$ cat config.mk
export PLATFORM = sky130hd
export DESIGN_NAME = hp_glitch_seq
export DESIGN_NICKNAME = d
export VERILOG_FILES = /design/src/rtl/hp_glitch_seq.sv
export SDC_FILE = /design/constraint.sdc
export NUM_CORES = 1
export LEC_CHECK = 0
export CELL_PAD_IN_SITES_DETAIL_PLACEMENT = 0
export CELL_PAD_IN_SITES_GLOBAL_PLACEMENT = 1
export CORE_MARGIN = 2
export CORE_UTILIZATION = 37
export DETAILED_ROUTE_END_ITERATION = 10
export GPL_ROUTABILITY_DRIVEN = 0
export MAX_ROUTING_LAYER = met4
export PLACE_DENSITY_LB_ADDON = 0.25
export SYNTH_ARGS = -nofsm -noshare
export SYNTH_HDL_FRONTEND = slang
export SYNTH_SLANG_ARGS = --single-unit
$ cat constraint.sdc
create_clock -name wb_clk_i -period 2.6 [get_ports wb_clk_i]
set_input_delay 0.52 -clock wb_clk_i [delete_from_list [all_inputs] [get_ports wb_clk_i]]
set_output_delay 0.52 -clock wb_clk_i [all_outputs]
set_load 0.03 [all_outputs]
$ cat src/rtl/hp_glitch_seq.sv
`default_nettype none
// +----------------------------------------------------------------------------+
// | hp_glitch_seq : Wishbone-programmed glitch campaign sequencer, hp detector |
// | Rev 1.0                                                                    |
// +----------------------------------------------------------------------------+
module hp_glitch_seq #(
  parameter logic [31:0] BASE_ADDR  = 32'h3000_0100,
  parameter int unsigned SETTLE_CYC = 8,
  parameter int unsigned CLR_CYC    = 4
) (
  input  logic        wb_clk_i,
  input  logic        reset_n,
  input  logic        wbs_cyc_i,
  input  logic        wbs_stb_i,
  input  logic        wbs_we_i,
  input  logic [31:0] wbs_adr_i,
  input  logic [31:0] wbs_dat_i,
  output logic        wbs_ack_o,
  output logic        wbs_stl_o,
  output logic [31:0] wbs_dat_o,
  output logic        hp_vcc,
  output logic        hp_Alarm_rst,
  output logic        hp_Alarm_ctr_rst,
  output logic        hp_glitch_en,
  output logic        glitch,
  input  logic        hp_Alarm,
  input  logic        hp_Alarm_latch,
  input  logic [7:0]  hp_Alarm_ctr
);

  typedef enum logic [2:0] {
    S_IDLE  = 3'd0,
    S_POWER = 3'd1,
    S_CLEAR = 3'd2,
    S_ARM   = 3'd3,
    S_PULSE = 3'd4,
    S_WAIT  = 3'd5,
    S_GAP   = 3'd6,
    S_CHECK = 3'd7
  } state_t;

  localparam logic [7:0]  c_settle_last = 8'(SETTLE_CYC - 1);
  localparam logic [7:0]  c_clr_last    = 8'(CLR_CYC - 1);
  localparam logic [31:0] c_cfg_reset   = 32'h1008_0401;
  localparam logic [31:0] c_top_addr    = BASE_ADDR + 32'h0000_000F;

  state_t      r_state;
  logic [7:0]  r_cnt;
  logic [7:0]  r_issued;
  logic [7:0]  r_caught;
  logic [7:0]  r_missed;
  logic [7:0]  r_snap;
  logic        r_done;
  logic        r_mismatch;
  logic        r_latch_dbg;
  logic        r_vcc;
  logic        r_alarm_rst;
  logic        r_ctr_rst;
  logic        r_glitch_en;
  logic        r_glitch;

  logic [31:0] r_cfg;
  logic        r_vcc_hold;
  logic        r_ack;
  logic [31:0] r_dat;

  logic        w_hit;
  logic        w_req;
  logic        w_wr;
  logic        w_sel_ctrl;
  logic        w_sel_cfg;
  logic        w_sel_stat;
  logic        w_start;
  logic        w_abort;
  logic        w_busy;
  logic [31:0] w_status;
  logic [31:0] w_rdata;
  logic [7:0]  w_width_last;
  logic [7:0]  w_gap_last;
  logic [7:0]  w_timeout_last;
  logic [7:0]  w_count;

  // 16-byte window: CTRL, CFG, STATUS, and a reserved word that reads as zero
  assign w_hit      = (wbs_adr_i >= BASE_ADDR) && (wbs_adr_i <= c_top_addr);
  assign w_req      = wbs_cyc_i && wbs_stb_i && w_hit && !r_ack;
  assign w_wr       = w_req && wbs_we_i;
  assign w_sel_ctrl = (wbs_adr_i[31:2] == BASE_ADDR[31:2]);
  assign w_sel_cfg  = (wbs_adr_i[31:2] == (BASE_ADDR[31:2] + 30'd1));
  assign w_sel_stat = (wbs_adr_i[31:2] == (BASE_ADDR[31:2] + 30'd2));
  assign w_abort    = w_wr && w_sel_ctrl && wbs_dat_i[1];
  assign w_start    = w_wr && w_sel_ctrl && wbs_dat_i[0] && !wbs_dat_i[1];
  assign w_busy     = (r_state != S_IDLE);

  assign w_width_last   = (r_cfg[7:0]   == 8'd0) ? 8'd0 : r_cfg[7:0]   - 8'd1;
  assign w_gap_last     = (r_cfg[15:8]  == 8'd0) ? 8'd0 : r_cfg[15:8]  - 8'd1;
  assign w_count        = r_cfg[23:16];
  assign w_timeout_last = (r_cfg[31:24] == 8'd0) ? 8'd0 : r_cfg[31:24] - 8'd1;

  assign w_status = {r_snap, r_missed, r_caught, 4'b0000,
                     r_latch_dbg, r_mismatch, r_done, w_busy};

  always_comb begin
    w_rdata = 32'h0;
    if (w_sel_ctrl)      w_rdata[2] = r_vcc_hold;
    else if (w_sel_cfg)  w_rdata    = r_cfg;
    else if (w_sel_stat) w_rdata    = w_status;
  end

  always_ff @(posedge wb_clk_i or negedge reset_n) begin
    if (!reset_n) begin
      r_ack      <= 1'b0;
      r_dat      <= 32'h0;
      r_cfg      <= c_cfg_reset;
      r_vcc_hold <= 1'b0;
    end else begin
      r_ack <= w_req;
      r_dat <= (w_req && !wbs_we_i) ? w_rdata : 32'h0;
      if (w_wr && w_sel_ctrl)
        r_vcc_hold <= wbs_dat_i[2];
      if (w_wr && w_sel_cfg && !w_busy)
        r_cfg <= wbs_dat_i;
    end
  end

  always_ff @(posedge wb_clk_i or negedge reset_n) begin
    if (!reset_n) begin
      r_state     <= S_IDLE;
      r_cnt       <= 8'd0;
      r_issued    <= 8'd0;
      r_caught    <= 8'd0;
      r_missed    <= 8'd0;
      r_snap      <= 8'd0;
      r_done      <= 1'b0;
      r_mismatch  <= 1'b0;
      r_latch_dbg <= 1'b0;
      r_vcc       <= 1'b0;
      r_alarm_rst <= 1'b0;
      r_ctr_rst   <= 1'b0;
      r_glitch_en <= 1'b0;
      r_glitch    <= 1'b0;
    end else if (w_abort && w_busy) begin
      // the aborting write also carries the new vcc_hold value
      r_state     <= S_IDLE;
      r_vcc       <= wbs_dat_i[2];
      r_alarm_rst <= 1'b0;
      r_ctr_rst   <= 1'b0;
      r_glitch_en <= 1'b0;
      r_glitch    <= 1'b0;
    end else begin
      case (r_state)
        S_IDLE: begin
          r_vcc <= r_vcc_hold;
          if (w_start) begin
            r_caught   <= 8'd0;
            r_missed   <= 8'd0;
            r_done     <= 1'b0;
            r_mismatch <= 1'b0;
            r_cnt      <= c_settle_last;
            r_vcc      <= 1'b1;
            r_state    <= S_POWER;
          end
        end
        S_POWER: begin
          if (r_cnt == 8'd0) begin
            r_cnt       <= c_clr_last;
            r_alarm_rst <= 1'b1;
            r_ctr_rst   <= 1'b1;
            r_state     <= S_CLEAR;
          end else begin
            r_cnt <= r_cnt - 8'd1;
          end
        end
        S_CLEAR: begin
          if (r_cnt == 8'd0) begin
            r_alarm_rst <= 1'b0;
            r_ctr_rst   <= 1'b0;
            r_glitch_en <= 1'b1;
            r_state     <= S_ARM;
          end else begin
            r_cnt <= r_cnt - 8'd1;
          end
        end
        S_ARM: begin
          if (w_count != 8'd0) begin
            r_glitch <= 1'b1;
            r_cnt    <= w_width_last;
            r_issued <= 8'd1;
            r_state  <= S_PULSE;
          end else begin
            r_state <= S_CHECK;
          end
        end
        S_PULSE: begin
          if (r_cnt == 8'd0) begin
            r_glitch <= 1'b0;
            r_cnt    <= w_timeout_last;
            r_state  <= S_WAIT;
          end else begin
            r_cnt <= r_cnt - 8'd1;
          end
        end
        S_WAIT: begin
          if (hp_Alarm || (r_cnt == 8'd0)) begin
            if (hp_Alarm) r_caught <= r_caught + 8'd1;
            else          r_missed <= r_missed + 8'd1;
            r_alarm_rst <= 1'b1;
            r_cnt       <= w_gap_last;
            r_state     <= S_GAP;
          end else begin
            r_cnt <= r_cnt - 8'd1;
          end
        end
        S_GAP: begin
          r_alarm_rst <= 1'b0;
          if (r_cnt == 8'd0) begin
            if (r_issued < w_count) begin
              r_glitch <= 1'b1;
              r_cnt    <= w_width_last;
              r_issued <= r_issued + 8'd1;
              r_state  <= S_PULSE;
            end else begin
              r_state <= S_CHECK;
            end
          end else begin
            r_cnt <= r_cnt - 8'd1;
          end
        end
        S_CHECK: begin
          r_snap      <= hp_Alarm_ctr;
          r_mismatch  <= (hp_Alarm_ctr != r_caught);
          r_latch_dbg <= hp_Alarm_latch;
          r_done      <= 1'b1;
          r_glitch_en <= 1'b0;
          r_vcc       <= r_vcc_hold;
          r_state     <= S_IDLE;
        end
        default: begin
          r_state <= S_IDLE;
        end
      endcase
    end
  end

  assign wbs_ack_o        = r_ack;
  assign wbs_stl_o        = 1'b0;
  assign wbs_dat_o        = r_dat;
  assign hp_vcc           = r_vcc;
  assign hp_Alarm_rst     = r_alarm_rst;
  assign hp_Alarm_ctr_rst = r_ctr_rst;
  assign hp_glitch_en     = r_glitch_en;
  assign glitch           = r_glitch;

endmodule
`default_nettype wire

Word level (Yosys, flattened, before mapping)
Cells that the tools add are included.

word-level totals
  register bits = 117

cells by class
  mux-type cells = 59
  bitwise logic cells = 1
  add/sub/neg operators = 7
  eq/ne operators = 28
  magnitude comparators = 3
  reductions and logical operators = 45

operators by type and width
  kind                                                              number
  two-way mux 8 bit                                                 19
  two-way mux 32 bit                                                3
  equality test 30 x 28 -> 1 bit, second input constant             3
  case mux 8 bit (7 select lines)                                   1
  case mux 8 bit (2 select lines)                                   3
  >= comparator 32 x 30 -> 1 bit, second input constant             1
  less-or-equal comparator 32 x 30 -> 1 bit, second input constant  1
  zero test 8 bit                                                   4
  subtractor 8 x 1 -> 8 bit, second input constant                  4
  two-way mux 29 bit                                                1
  != test 3 bit, second input constant                              9
  adder 8 x 1 -> 8 bit, second input constant                       3
  case mux 3 bit (8 select lines)                                   1
  two-way mux 3 bit                                                 7
  AND reduction 5 bit                                               4
  != test 2 bit, second input constant                              8
  two-way mux 1 bit                                                 14
  logical AND 1 bit                                                 13
  equality test 3 bit, second input constant                        4
  AND reduction 6 bit                                               2
  nonzero test 3 bit                                                4
  case mux 1 bit (2 select lines)                                   5
  < comparator 8 bit                                                1
  != test 8 bit                                                     1
  other kinds (17)                                                  27

Depth between registers and ports, before layout
Gate-level depths: netlist of the first run.

  depth in word-level cells = 11
  depth in mapped cells = 10
  gate-level depth less buffers = 9

Worst setup path after synthesis of the first run
OpenSTA, ideal clock, no wires.

  path kind = input to register
  start = input wbs_adr_i[31]
  end = register r_cnt[5]
  path slack = 83 ps
  stages on the path = 8
  arrival = 2389 ps
  path through = nor4b_1 nand4_1 nor3_2 a21oi_1 or3_1 clkbuf_1 nor2_2 mux2_1

between the ends
  longest elaborated chain between the ends = 10
  elaborated cells on any way between the ends = 15
  those cells by class = 2 x order compare; 2 x eq/ne; 1 x bitwise; 10 x reduce/logical

ends and longest elaborated chain
  element                                                                                      RTL line  source
  start: declaration                                                                           16        input logic [31:0] wbs_adr_i,
  >= comparator 32 x 30 -> 1 bit or less-or-equal comparator 32 x 30 -> 1 bit (tied branches)  84        assign w_hit = (wbs_adr_i >= BASE_ADDR) && (wbs_adr_i <= c_top_addr);
  logical AND 1 bit                                                                            84
  logical AND 1 bit (2 in a row)                                                               85        assign w_req = wbs_cyc_i && wbs_stb_i && w_hit && !r_ack;
  logical AND 1 bit                                                                            86        assign w_wr = w_req && wbs_we_i;
  logical AND 1 bit (*)                                                                        90, 91
  logical AND 1 bit, on equally long branches                                                  91, 90
  logical AND 1 bit, on equally long branches                                                  91, 141
  != test 2 bit (no line) or NOT 1 bit (tied branches)                                         -
  AND reduction 6 bit (no line) (*)                                                            -
  end signal: assignment                                                                       158       r_cnt <= c_settle_last;
  end signal: assignment                                                                       165       r_cnt <= c_clr_last;
  end signal: assignment                                                                       170       r_cnt <= r_cnt - 8'd1;
  end: declaration                                                                             48        logic [7:0] r_cnt;

Mark *: on every way between the ends. The rest lies on a longest branch, timed or not.
A chain may end at the register's enable or synchronous reset.

Final worst setup path of the first run
  start = input wbs_adr_i[18]
  end = register r_cnt[5]

The elaborated chain is that of the path after synthesis.

==> impl_metrics.prom, run 1 <==
# TYPE chip_impl_metric gauge
chip_impl_metric{name="synth_warnings",unit=""} 0
chip_impl_metric{name="min_period_over_period",unit="%"} 97.5
chip_impl_metric{name="power_switching",unit="mW"} 1.11
chip_impl_metric{name="period_minus_slack",unit="ns"} 2.53
chip_impl_metric{name="area.growth.synth_to_final",unit="%"} 41.5
chip_impl_metric{name="antenna_cells",unit=""} 0
chip_impl_info{name="rsz0062_at_grt",value="yes"} 1
chip_impl_metric{name="leakage",unit="nW"} 4.12
chip_impl_metric{name="buffer_ports.inserted",unit=""} 114
chip_impl_metric{name="clkSinkCount",unit=""} 117
chip_impl_metric{name="total_power_after_layout",unit="mW"} 4.49
chip_impl_metric{name="dp_worst_slack",unit="ns"} -0.546
chip_impl_metric{name="avg_synthesized_cell_area",unit="sq um"} 9.75
chip_impl_metric{name="detailedRoute.firstPassIterationCount",unit=""} 5
chip_impl_metric{name="largest_net_degree_at_the_start_of_global_routing",unit=""} 63
chip_impl_metric{name="initial_utilization",unit="%"} 37.8
chip_impl_metric{name="critical_path.max_fanout",unit=""} 4
chip_impl_info{name="setup.worst_path.start_class",value="input port"} 1
chip_impl_metric{name="drc",unit=""} 0
chip_impl_metric{name="achievable-frequency",unit="MHz"} 395
chip_impl_metric{name="routed_wire_length_per_instance",unit="microns"} 18.7
chip_impl_info{name="clk_root_buffer_cell",value="clkbuf_16"} 1
chip_impl_metric{name="syn-cell-area",unit="sq um"} 6530
chip_impl_metric{name="number_of_synthesized_flops_with_an_enable_pin",unit=""} 0
chip_impl_metric{name="vias",unit=""} 5979
chip_impl_metric{name="async_reset_ff_share",unit="%"} 100
chip_impl_metric{name="clkSlewWorstSetupHoldPaths",unit="ns"} 0.06
chip_impl_metric{name="core",unit="sq um"} 17300
chip_impl_metric{name="avgViaCountPerCell",unit=""} 5.51
chip_impl_metric{name="floorplan.die.width",unit="microns"} 137
chip_impl_metric{name="final_layout_size_suffix_gt1_share",unit="%"} 18.8
chip_impl_metric{name="grt_util_all_layers",unit="%"} 23.0
chip_impl_info{name="critPathKind",value="input port to flip-flop"} 1
chip_impl_metric{name="sw_frac_of_total",unit="%"} 24.7
chip_impl_metric{name="cts-buffers-inserted",unit=""} 17
chip_impl_info{name="cts_tree",value="done"} 1
chip_impl_info{name="final_common_cell",value="dfrtp_1"} 1
chip_impl_metric{name="cts.htree.levels",unit=""} 4
chip_impl_metric{name="cp.arrival",unit="ns"} 2.84
chip_impl_metric{name="floorplan.io_pins",unit=""} 118
chip_impl_metric{name="worst-slew-pin-transition",unit="ns"} 0.582
chip_impl_info{name="status",value="finished, final reports clean"} 1
chip_impl_metric{name="finalSetupViolCount",unit=""} 0
chip_impl_metric{name="final-max-slew-violation-count",unit=""} 0
chip_impl_metric{name="antenna_found_initial",unit=""} 0
chip_impl_info{name="kind_of_path_behind_the_tightest_hold_check",value="input port to asynchronous set/reset pin"} 1
chip_impl_metric{name="floorplan.die_area",unit="sq um"} 18700
chip_impl_info{name="cpMaxStageDelayCell",value="clkdlybuf4s50_1"} 1
chip_impl_metric{name="vdd.ir_drop.worst",unit="mV"} 0.419
chip_impl_metric{name="final_core_util",unit="%"} 53.4
chip_impl_metric{name="grt_first_pass_wirelength",unit="microns"} 31800
chip_impl_metric{name="cpPeakStageDelay",unit="ns"} 0.44
chip_impl_metric{name="max_cap_violations",unit=""} 0
chip_impl_metric{name="power.share.sequential",unit="%"} 41.2
chip_impl_metric{name="ys_types",unit=""} 70
chip_impl_metric{name="required",unit="ns"} 2.90
chip_impl_metric{name="fin_worst_skew",unit="ns"} 0.00660
chip_impl_metric{name="final_antenna_net_count",unit=""} 0
chip_impl_metric{name="dpl.hpwl",unit="microns"} 15000
chip_impl_metric{name="maximum_clock_insertion_buffer_count",unit=""} 2
chip_impl_metric{name="synth.yosys.seq_area_share",unit="%"} 44.9
chip_impl_metric{name="finalHoldViolations",unit=""} 0
chip_impl_info{name="crit_path_start",value="wbs_adr_i[18]"} 1
chip_impl_metric{name="cellPowerDensity",unit="nW/um^2"} 486
chip_impl_metric{name="syn_inst",unit=""} 670
chip_impl_info{name="cell_by_cell_trace_of_the_critical_path",value="clkdlybuf4s50_1 > nor4_2 > nand4_1 > nor3_2 > a21oi_2 > or3_4 > nor2_2 > mux2_1"} 1
chip_impl_info{name="synth_ff_type",value="dfrtp_1"} 1
chip_impl_metric{name="p_int",unit="mW"} 3.38
chip_impl_metric{name="placement_rows",unit=""} 48
chip_impl_metric{name="drt_iter0_markers",unit=""} 441
chip_impl_metric{name="clkLatencyLatePin",unit="ns"} 0.42
chip_impl_metric{name="synth-seq-cells",unit=""} 117
chip_impl_metric{name="combinational_fraction_of_design_power",unit="%"} 7.7
chip_impl_metric{name="share_of_power_burned_in_the_clock_network",unit="%"} 51.1
chip_impl_info{name="r2r-start",value="r_cfg[19]"} 1
chip_impl_metric{name="slew_headroom",unit="%"} 61.2
chip_impl_metric{name="syn-num-nets",unit=""} 766
chip_impl_metric{name="grt.overflow.total",unit=""} 0
chip_impl_info{name="timing.critical_path.to_type",value="flip-flop"} 1
chip_impl_metric{name="layout_setup_ws",unit="ns"} 0.0662
chip_impl_metric{name="drt_wl_total",unit="microns"} 20300
chip_impl_info{name="highest_count_cells_in_the_layout_ignoring_fill_and_taps",value="dfrtp_1, clkdlybuf4s50_1, nor2_1"} 1
chip_impl_metric{name="grt_pass1_vias",unit=""} 6181
chip_impl_metric{name="floorplan.die.height",unit="microns"} 137
chip_impl_metric{name="fin_nets",unit=""} 943
-- critical path, delay by kind of cell --
kind	cells	cell delay, ns
AOI/OAI and AO/OA	1	0.10
buffers and inverters	1	0.44
muxes	1	0.34
and+or+nand+nor	5	1.43
-- per-stage QoR --
step / area (sq um) / setup TNS [ns] / hold slack (ns) / cells
floorplan: 6530 / 0 / 0.224 / 670
global placement: 8450 / -29.12 / 0.470 / 1049
detailed placement: 8450 / -32.99 / 0.475 / 1049
CTS: 9040 / 0 / 0.111 / 1081
global route: 9240 / -0.0834 / 0.125 / 1085
finish: 9240 / 0 / 0.0959 / 1085
-- registers in the layout, indices dropped and copies added (netlist names), 3 cells and up --
| register | flops |
|---|---|
| r_issued | 8 |
| r_state | 3 |
| r_cfg | 32 |
| r_missed | 8 |
| r_cnt | 8 |
| wbs_dat_o | 32 |
| r_caught | 8 |
| r_snap | 8 |
-- power groups by stage --
stage               combinational, mW  sequential, mW  clock (mW)
global route                    0.377            1.85        2.43
global placement                0.332            1.88           0
CTS                             0.340            1.85        2.33
finish                          0.346            1.85        2.29
detailed placement              0.337            1.88           0
floorplan                      0.0985            1.88           0
-- logic make-up after synthesis --
logic type / Yosys count / synth area share (%)
and+or+nand+nor: 242 / 19.4
AOI/OAI and AO/OA: 153 / 16.0
DFF: 117 / 44.9
buffers and inverters: 56 / 3.31
muxes: 51 / 8.69
xor gates and xnor gates: 33 / 4.42
adders and majority gates: 17 / 3.26
other: 1 / 0.0574
-- cells in the mapped netlist, drive strengths merged (4+ instances only) --
library cell,n,share of area (%)
nor4,19,2.2
xor2,17,2.3
dfrtp,113,43
and3,16,1.5
nand4,16,1.5
a21oi,26,2.0
o21ai,35,2.7
o22ai,4,0.38
a22oi,27,3.1
nand3,8,0.61
a2111oi,4,0.84
nor3,20,1.8
a211oi,4,0.46
nand2,44,2.5
a31oi,12,1.1
inv,22,1.3
buf,4,0.33
clkbuf,30,1.7
nor4b,6,0.80
ha,17,3.3
or4,6,0.75
nor2,77,4.5
nand2b,6,0.57
xnor2,16,2.1
nor2b,5,0.48
dfstp,4,1.6
mux2i,5,0.77
mux2,46,7.9
o31ai,10,1.1
-- cell type report --
cell class	instances	area [sq um]
Clock inverter	14	143
Sequential cell	117	2930
Fill cell	1553	8050
Multi-Input combinational cell	497	3560
Clock buffer	18	439
Inverter	22	82.6
Timing Repair Buffer	192	1810
Tap cell	225	282
-- per-layer routing --
metal | vias to the layer above | track usage [%] | part of all wire (%)
met3 | 48 | 4.59 | 6.0
li1 | 2830 | - | -
met1 | 2871 | 29.4 | 44
met4 | 0 | 9.91 | 2.9
met5 | - | - | 0
met2 | 230 | 35.5 | 47
-- timing repair --
item	CTS	global route
pin swaps	3	9
resized for setup	3	37
buffers inserted	0	4
setup endpoints to repair	24	96
hold buffers	0	0
-- final timing paths --
| kind | endpoint | slack [ns] | cells past startpoint |
|---|---|---|---|
| worst max-delay path | r_cnt[5] | 0.07 | 8 |
| worst min-delay path | r_cfg[4] | 0.1 | 1 |
| worst max register to register | r_cnt[5] | 0.09 | 11 |
| worst min register to register | r_snap[1] | 0.49 | 1 |
| max in group asynchronous | r_cfg[10] | 1.74 | 2 |
| min in group wb_clk_i | r_snap[1] | 0.49 | 1 |
Note: power is estimated with default switching activity, not from simulation.
==> run 2: changes to the inputs <==
--- a/config.mk
+++ b/config.mk
@@ -7,2 +7,3 @@
 export LEC_CHECK = 0
+export CAP_MARGIN = 20
 export CELL_PAD_IN_SITES_DETAIL_PLACEMENT = 0
@@ -13,2 +14,3 @@
 export GPL_ROUTABILITY_DRIVEN = 0
+export GPL_TIMING_DRIVEN = 1
 export MAX_ROUTING_LAYER = met4
--- a/constraint.sdc
+++ b/constraint.sdc
@@ -3,2 +3,2 @@
 set_output_delay 0.52 -clock wb_clk_i [all_outputs]
-set_load 0.03 [all_outputs]
+set_load 0.1 [all_outputs]
==> impl_metrics.prom, run 2 (synthesis results as in run 1) <==
# TYPE chip_impl_metric gauge
chip_impl_metric{name="drt_wl_total",unit="microns"} 20500
chip_impl_metric{name="dpl.hpwl",unit="microns"} 15200
chip_impl_metric{name="period_minus_slack",unit="ns"} 2.56
chip_impl_metric{name="avgViaCountPerCell",unit=""} 5.55
chip_impl_metric{name="cellPowerDensity",unit="nW/um^2"} 497
chip_impl_metric{name="initial_utilization",unit="%"} 37.8
chip_impl_metric{name="area.growth.synth_to_final",unit="%"} 40.6
chip_impl_info{name="critPathKind",value="flip-flop to flip-flop"} 1
chip_impl_metric{name="cp.arrival",unit="ns"} 2.91
chip_impl_metric{name="antenna_found_initial",unit=""} 0
chip_impl_metric{name="required",unit="ns"} 2.95
chip_impl_metric{name="grt_pass1_vias",unit=""} 6083
chip_impl_metric{name="routed_wire_length_per_instance",unit="microns"} 18.8
chip_impl_metric{name="critical_path.max_fanout",unit=""} 5
chip_impl_info{name="rsz0062_at_grt",value="yes"} 1
chip_impl_metric{name="achievable-frequency",unit="MHz"} 391
chip_impl_info{name="final_common_cell",value="buf_4"} 1
chip_impl_metric{name="placement_rows",unit=""} 48
chip_impl_metric{name="floorplan.die.width",unit="microns"} 137
chip_impl_metric{name="cts-buffers-inserted",unit=""} 17
chip_impl_metric{name="final_layout_size_suffix_gt1_share",unit="%"} 24.0
chip_impl_metric{name="floorplan.io_pins",unit=""} 118
chip_impl_metric{name="drc",unit=""} 0
chip_impl_metric{name="vias",unit=""} 6051
chip_impl_metric{name="finalSetupViolCount",unit=""} 0
chip_impl_metric{name="vdd.ir_drop.worst",unit="mV"} 0.451
chip_impl_metric{name="detailedRoute.firstPassIterationCount",unit=""} 5
chip_impl_metric{name="fillerInstances",unit=""} 1548
chip_impl_metric{name="grt_first_pass_wirelength",unit="microns"} 31900
chip_impl_metric{name="min_period_over_period",unit="%"} 98.5
chip_impl_metric{name="finalHoldViolations",unit=""} 0
chip_impl_metric{name="final_design_area_no_fill",unit="sq um"} 9190
chip_impl_metric{name="buffer_ports.inserted",unit=""} 114
chip_impl_metric{name="grt_util_all_layers",unit="%"} 22.9
chip_impl_metric{name="cts.htree.levels",unit=""} 4
chip_impl_metric{name="floorplan.die.height",unit="microns"} 137
chip_impl_info{name="kind_of_path_behind_the_tightest_hold_check",value="input port to asynchronous set/reset pin"} 1
chip_impl_metric{name="antenna_cells",unit=""} 0
chip_impl_metric{name="placed_area",unit="sq um"} 8370
chip_impl_info{name="cts_tree",value="done"} 1
chip_impl_metric{name="final_antenna_net_count",unit=""} 0
chip_impl_metric{name="drt_iter0_markers",unit=""} 411
chip_impl_info{name="status",value="finished, final reports clean"} 1
chip_impl_metric{name="slew_headroom",unit="%"} 52.4
chip_impl_metric{name="grt.overflow.total",unit=""} 0
chip_impl_metric{name="tns",unit="ns"} 0
chip_impl_metric{name="clkSlewWorstSetupHoldPaths",unit="ns"} 0.06
chip_impl_metric{name="final-max-slew-violation-count",unit=""} 0
chip_impl_metric{name="max_cap_violations",unit=""} 0
chip_impl_metric{name="timing.hold.ws",unit="ns"} 0.159
chip_impl_metric{name="fin_worst_skew",unit="ns"} 0.0109
chip_impl_metric{name="clkLatencyLatePin",unit="ns"} 0.42
chip_impl_metric{name="fin_nets",unit=""} 948
chip_impl_info{name="highest_count_cells_in_the_layout_ignoring_fill_and_taps",value="buf_4, dfrtp_1, clkdlybuf4s50_1"} 1
chip_impl_metric{name="holdBufCountCts",unit=""} 0
chip_impl_metric{name="largest_net_degree_at_the_start_of_global_routing",unit=""} 51
chip_impl_metric{name="floorplan.die_area",unit="sq um"} 18700
chip_impl_info{name="timing.critical_path.to_type",value="flip-flop"} 1
chip_impl_metric{name="leakage",unit="nW"} 4.14
chip_impl_info{name="clk_root_buffer_cell",value="clkbuf_16"} 1
chip_impl_metric{name="core",unit="sq um"} 17300
chip_impl_metric{name="worst-slew-pin-transition",unit="ns"} 0.713
chip_impl_metric{name="total_power_after_layout",unit="mW"} 4.57
chip_impl_metric{name="clkSinkCount",unit=""} 117
chip_impl_info{name="setup.worst_path.start_class",value="flip-flop"} 1
chip_impl_metric{name="maximum_clock_insertion_buffer_count",unit=""} 2
## run 2: layout make-up
| type | instances | area, sq um | area share, % |
|---|---|---|---|
| clock buffer | 19 | 453 | 4.93 |
| inverter | 22 | 82.6 | 0.899 |
| tap | 225 | 282 | 3.06 |
| timing repair buffer | 197 | 1720 | 18.8 |
| clock inverter | 13 | 145 | 1.58 |
| multi-input combinational | 497 | 3560 | 38.8 |
| sequential | 117 | 2930 | 31.9 |
## run 2: repair_timing
item,in CTS,in global routing
gates resized for setup,3,34
setup buffers,0,9
cloned,0,0
pin swaps,1,8
setup endpoints to repair,25,98
## run 2: critical path, stage by stage (launching register included)
cell	delay [ns]
dfstp_2	0.52
inv_1	0.04
ha_2	0.30
o21a_1	0.12
o21ai_1	0.07
o21ai_2	0.27
a2111oi_4	0.13
a2111oi_4	0.58
buf_4	0.21
buf_4	0.11
o21ai_1	0.07
o21ai_1	0.07
## run 2: stage by stage
stage,instances,utilization [%],setup WS [ns]
global route,1090,53.1,-0.0301
finish,1090,53.1,0.0400
CTS,1084,51.9,0.0103
detailed placement,1052,48.4,-0.515
floorplan,670,-,0.0604
global placement,1052,48.4,-0.485
## run 2: path summary, 6_finish.rpt
path                                start          end  slack (ns)  cells past startpoint
worst max-delay path            r_cfg[19]     r_cnt[0]        0.04                     11
worst min-delay path              reset_n  r_issued[7]        0.16                      1
worst max register to register  r_cfg[19]     r_cnt[0]        0.04                     11
worst min register to register  r_snap[1]    r_snap[1]        0.49                      1
max in group asynchronous         reset_n    r_cfg[10]        1.66                      2
min in group wb_clk_i           r_snap[1]    r_snap[1]        0.49                      1
## run 2: report_power, final
group	total (mW)	internal, mW	switching, mW
combinational	0.364	0.186	0.178
clock	2.35	1.47	0.883
sequential	1.85	1.84	0.0146
## run 2: metal layers
metal / part of all wire, % / track usage [%]
met1: 44 / 29.4
met2: 48 / 36.7
met3: 5.8 / 3.96
met4: 2.0 / 8.08
met5: 0 / -
==> run 3: changes to the inputs <==
--- a/config.mk
+++ b/config.mk
@@ -17,2 +17,3 @@
 export PLACE_DENSITY_LB_ADDON = 0.25
+export REMOVE_ABC_BUFFERS = 1
 export SYNTH_ARGS = -nofsm -noshare
==> constraint.sdc (replaced) <==
create_clock -name wb_clk_i -period 2.3 [get_ports wb_clk_i]
set_input_delay 0.23 -clock wb_clk_i [delete_from_list [all_inputs] [get_ports wb_clk_i]]
set_output_delay 0.23 -clock wb_clk_i [all_outputs]
set_load 0.1 [all_outputs]
==> impl_metrics.prom, run 3 (synthesis results as in run 1) <==
# TYPE chip_impl_metric gauge
chip_impl_metric{name="dpl.hpwl",unit="microns"} 15400
chip_impl_info{name="final_common_cell",value="buf_4"} 1
chip_impl_metric{name="drt_wl_total",unit="microns"} 21100
chip_impl_metric{name="clkLatencyLatePin",unit="ns"} 0.42
chip_impl_metric{name="routed_wire_length_per_instance",unit="microns"} 18.5
chip_impl_metric{name="grt_first_pass_wirelength",unit="microns"} 33000
chip_impl_metric{name="regToRegSetupSlack",unit="ns"} -0.01
chip_impl_metric{name="max_cap_violations",unit=""} 0
chip_impl_metric{name="antenna_cells",unit=""} 0
chip_impl_info{name="timing.critical_path.to_type",value="flip-flop"} 1
chip_impl_metric{name="clkSlewWorstSetupHoldPaths",unit="ns"} 0.06
chip_impl_info{name="cell_by_cell_trace_of_the_critical_path",value="inv_2 > ha_4 > o21a_1 > o21ai_2 > o21ai_2 > a2111oi_4 > a2111oi_4 > buf_4 > buf_4 > o31ai_2 > o21ai_1"} 1
chip_impl_metric{name="cellPowerDensity",unit="nW/um^2"} 530
chip_impl_metric{name="critical_path.max_fanout",unit=""} 5
chip_impl_info{name="r2r-start",value="r_cfg[19]"} 1
chip_impl_metric{name="grt_pass1_vias",unit=""} 6338
chip_impl_metric{name="regArea",unit="sq um"} 2930
chip_impl_metric{name="cpPeakStageDelay",unit="ns"} 0.53
chip_impl_metric{name="worst-slew-pin-transition",unit="ns"} 0.560
chip_impl_metric{name="vias",unit=""} 6257
chip_impl_metric{name="required",unit="ns"} 2.59
chip_impl_metric{name="area.growth.synth_to_final",unit="%"} 49.4
chip_impl_metric{name="number_of_cells_on_the_worst_reg_to_reg_path",unit=""} 11
chip_impl_metric{name="fillerInstances",unit=""} 1539
chip_impl_metric{name="initial_utilization",unit="%"} 37.8
chip_impl_metric{name="total_power_after_layout",unit="mW"} 5.18
chip_impl_metric{name="drc",unit=""} 0
chip_impl_metric{name="min_period_over_period",unit="%"} 101
chip_impl_metric{name="final_layout_size_suffix_gt1_share",unit="%"} 30.8
chip_impl_metric{name="multi_input_comb_area",unit="sq um"} 3770
chip_impl_metric{name="placement_rows",unit=""} 48
chip_impl_metric{name="buffer_ports.inserted",unit=""} 114
chip_impl_metric{name="core",unit="sq um"} 17300
chip_impl_metric{name="floorplan.io_pins",unit=""} 118
chip_impl_metric{name="drt_iter0_markers",unit=""} 355
chip_impl_info{name="r2r_end",value="r_cnt[2]"} 1
chip_impl_info{name="critPathKind",value="flip-flop to flip-flop"} 1
chip_impl_metric{name="floorplan.die.width",unit="microns"} 137
chip_impl_metric{name="floorplan.die_area",unit="sq um"} 18700
chip_impl_metric{name="cts-buffers-inserted",unit=""} 17
chip_impl_metric{name="largest_net_degree_at_the_start_of_global_routing",unit=""} 51
chip_impl_metric{name="final-max-slew-violation-count",unit=""} 0
chip_impl_info{name="cpMaxStageDelayCell",value="dfstp_2"} 1
chip_impl_metric{name="cts.htree.levels",unit=""} 4
chip_impl_info{name="cts_tree",value="done"} 1
chip_impl_metric{name="grt.overflow.total",unit=""} 0
chip_impl_metric{name="maximum_clock_insertion_buffer_count",unit=""} 2
chip_impl_info{name="clk_root_buffer_cell",value="clkbuf_16"} 1
chip_impl_info{name="failed_checks",value="setup timing"} 1
chip_impl_metric{name="achievable-frequency",unit="MHz"} 432
chip_impl_metric{name="fin_nets",unit=""} 995
chip_impl_metric{name="tns",unit="ns"} -0.0266
chip_impl_info{name="highest_count_cells_in_the_layout_ignoring_fill_and_taps",value="buf_4, dfrtp_1, nor2_1, clkdlybuf4s50_1, nand2_1"} 1
chip_impl_metric{name="final_antenna_net_count",unit=""} 0
chip_impl_info{name="setup.worst_path.start_class",value="flip-flop"} 1
chip_impl_metric{name="grt_util_all_layers",unit="%"} 23.5
chip_impl_info{name="rsz0062_at_grt",value="yes"} 1
chip_impl_metric{name="floorplan.die.height",unit="microns"} 137
chip_impl_metric{name="antenna_found_initial",unit=""} 0
chip_impl_metric{name="finalHoldViolations",unit=""} 0
chip_impl_metric{name="avgViaCountPerCell",unit=""} 5.50
chip_impl_metric{name="layout_setup_ws",unit="ns"} -0.0136
chip_impl_info{name="status",value="finished with violations"} 1
chip_impl_metric{name="leakage",unit="nW"} 4.45
chip_impl_metric{name="detailedRoute.firstPassIterationCount",unit=""} 7
chip_impl_metric{name="fin_worst_skew",unit="ns"} 0.00888
chip_impl_metric{name="slew_headroom",unit="%"} 62.4
chip_impl_info{name="kind_of_path_behind_the_tightest_hold_check",value="input port to asynchronous set/reset pin"} 1
chip_impl_metric{name="cp.arrival",unit="ns"} 2.61
chip_impl_metric{name="vdd.ir_drop.worst",unit="mV"} 0.467
chip_impl_metric{name="finalSetupViolCount",unit=""} 3
chip_impl_metric{name="clkSinkCount",unit=""} 117
chip_impl_metric{name="period_minus_slack",unit="ns"} 2.31
[run 3: changes by cell type in the layout (fill, tap and decap cells not counted), sizes merged]
cell | before | now
bufinv | 2 | 3
buf | 122 | 168
clkinvlp | 6 | 5
clkinv | 1 | 4
dlygate4sd3 | 0 | 1
inv | 26 | 23
[run 3: per-stage QoR]
step	util [%]	setup slack [ns]	cells	hold slack, ns	cell area, sq um
2_1_floorplan	-	-2.03	636	-0.0656	6400
3_3_place_gp	50.6	-0.461	1100	0.239	8750
3_5_place_dp	50.6	-0.553	1100	0.250	8750
4_1_cts	54.8	-0.0615	1133	0.366	9480
5_1_grt	56.4	-0.0905	1137	0.406	9760
6_report	56.4	-0.0136	1137	0.347	9760
[run 3: how the worst max path moves through the flow]
stage	startpoint	slack (ns)	end	cells past startpoint
6_report	r_cfg[19]	-0.01	r_cnt[2]	11
5_1_grt	r_cfg[19]	-0.09	r_cnt[2]	11
4_1_cts	r_cfg[19]	-0.06	r_cnt[7]	10
3_5_place_dp	wbs_adr_i[12]	-0.55	r_snap[4]	6
3_3_place_gp	wbs_adr_i[12]	-0.46	r_snap[4]	6
2_1_floorplan	wbs_adr_i[31]	-2.03	r_cfg[13]	5
[run 3: per-layer routing]
metal	share of wire (%)	vias up	global-route usage [%]	routed length, microns
met1	44	3098	30.9	9330
met4	2.0	0	8.19	411
li1	-	2927	-	-
met5	0	-	-	0
met3	5.5	33	3.41	1160
met2	48	199	37.3	10200
[run 3: where the power goes]
group	leakage [nW]	switching, mW	total [mW]	internal (mW)
Sequential	1.58	0.0167	2.09	2.08
Clock	0.275	0.951	2.64	1.69
Combinational	2.60	0.211	0.439	0.229
Total	4.45	1.18	5.18	4.00
[run 3: worst max-delay path: cells and delay by family, from the launching register on]
kind                     cells  cell delay, ns
adder cells (fa/ha/maj)      1            0.22
flip-flops                   1            0.53
AO/OA/AOI/OAI                7            1.07
buffers and inverters        3            0.37
[run 3: what timing repair did]
action,4_1_cts,5_1_grt
endpoints found under the hold margin,32,0
hold buffers,1,0
cloned,0,1
pin swaps,13,17
endpoints found under the setup margin,40,62
resized for setup,25,51
setup buffers,0,5
[run 3: area by class of cell]
type / count / area share [%]
timing repair buffer: 244 / 21.5
sequential: 117 / 30.1
tap: 225 / 2.88
multi-input combinational: 497 / 38.6
clock inverter: 13 / 1.60
inverter: 22 / 0.846
clock buffer: 19 / 4.43
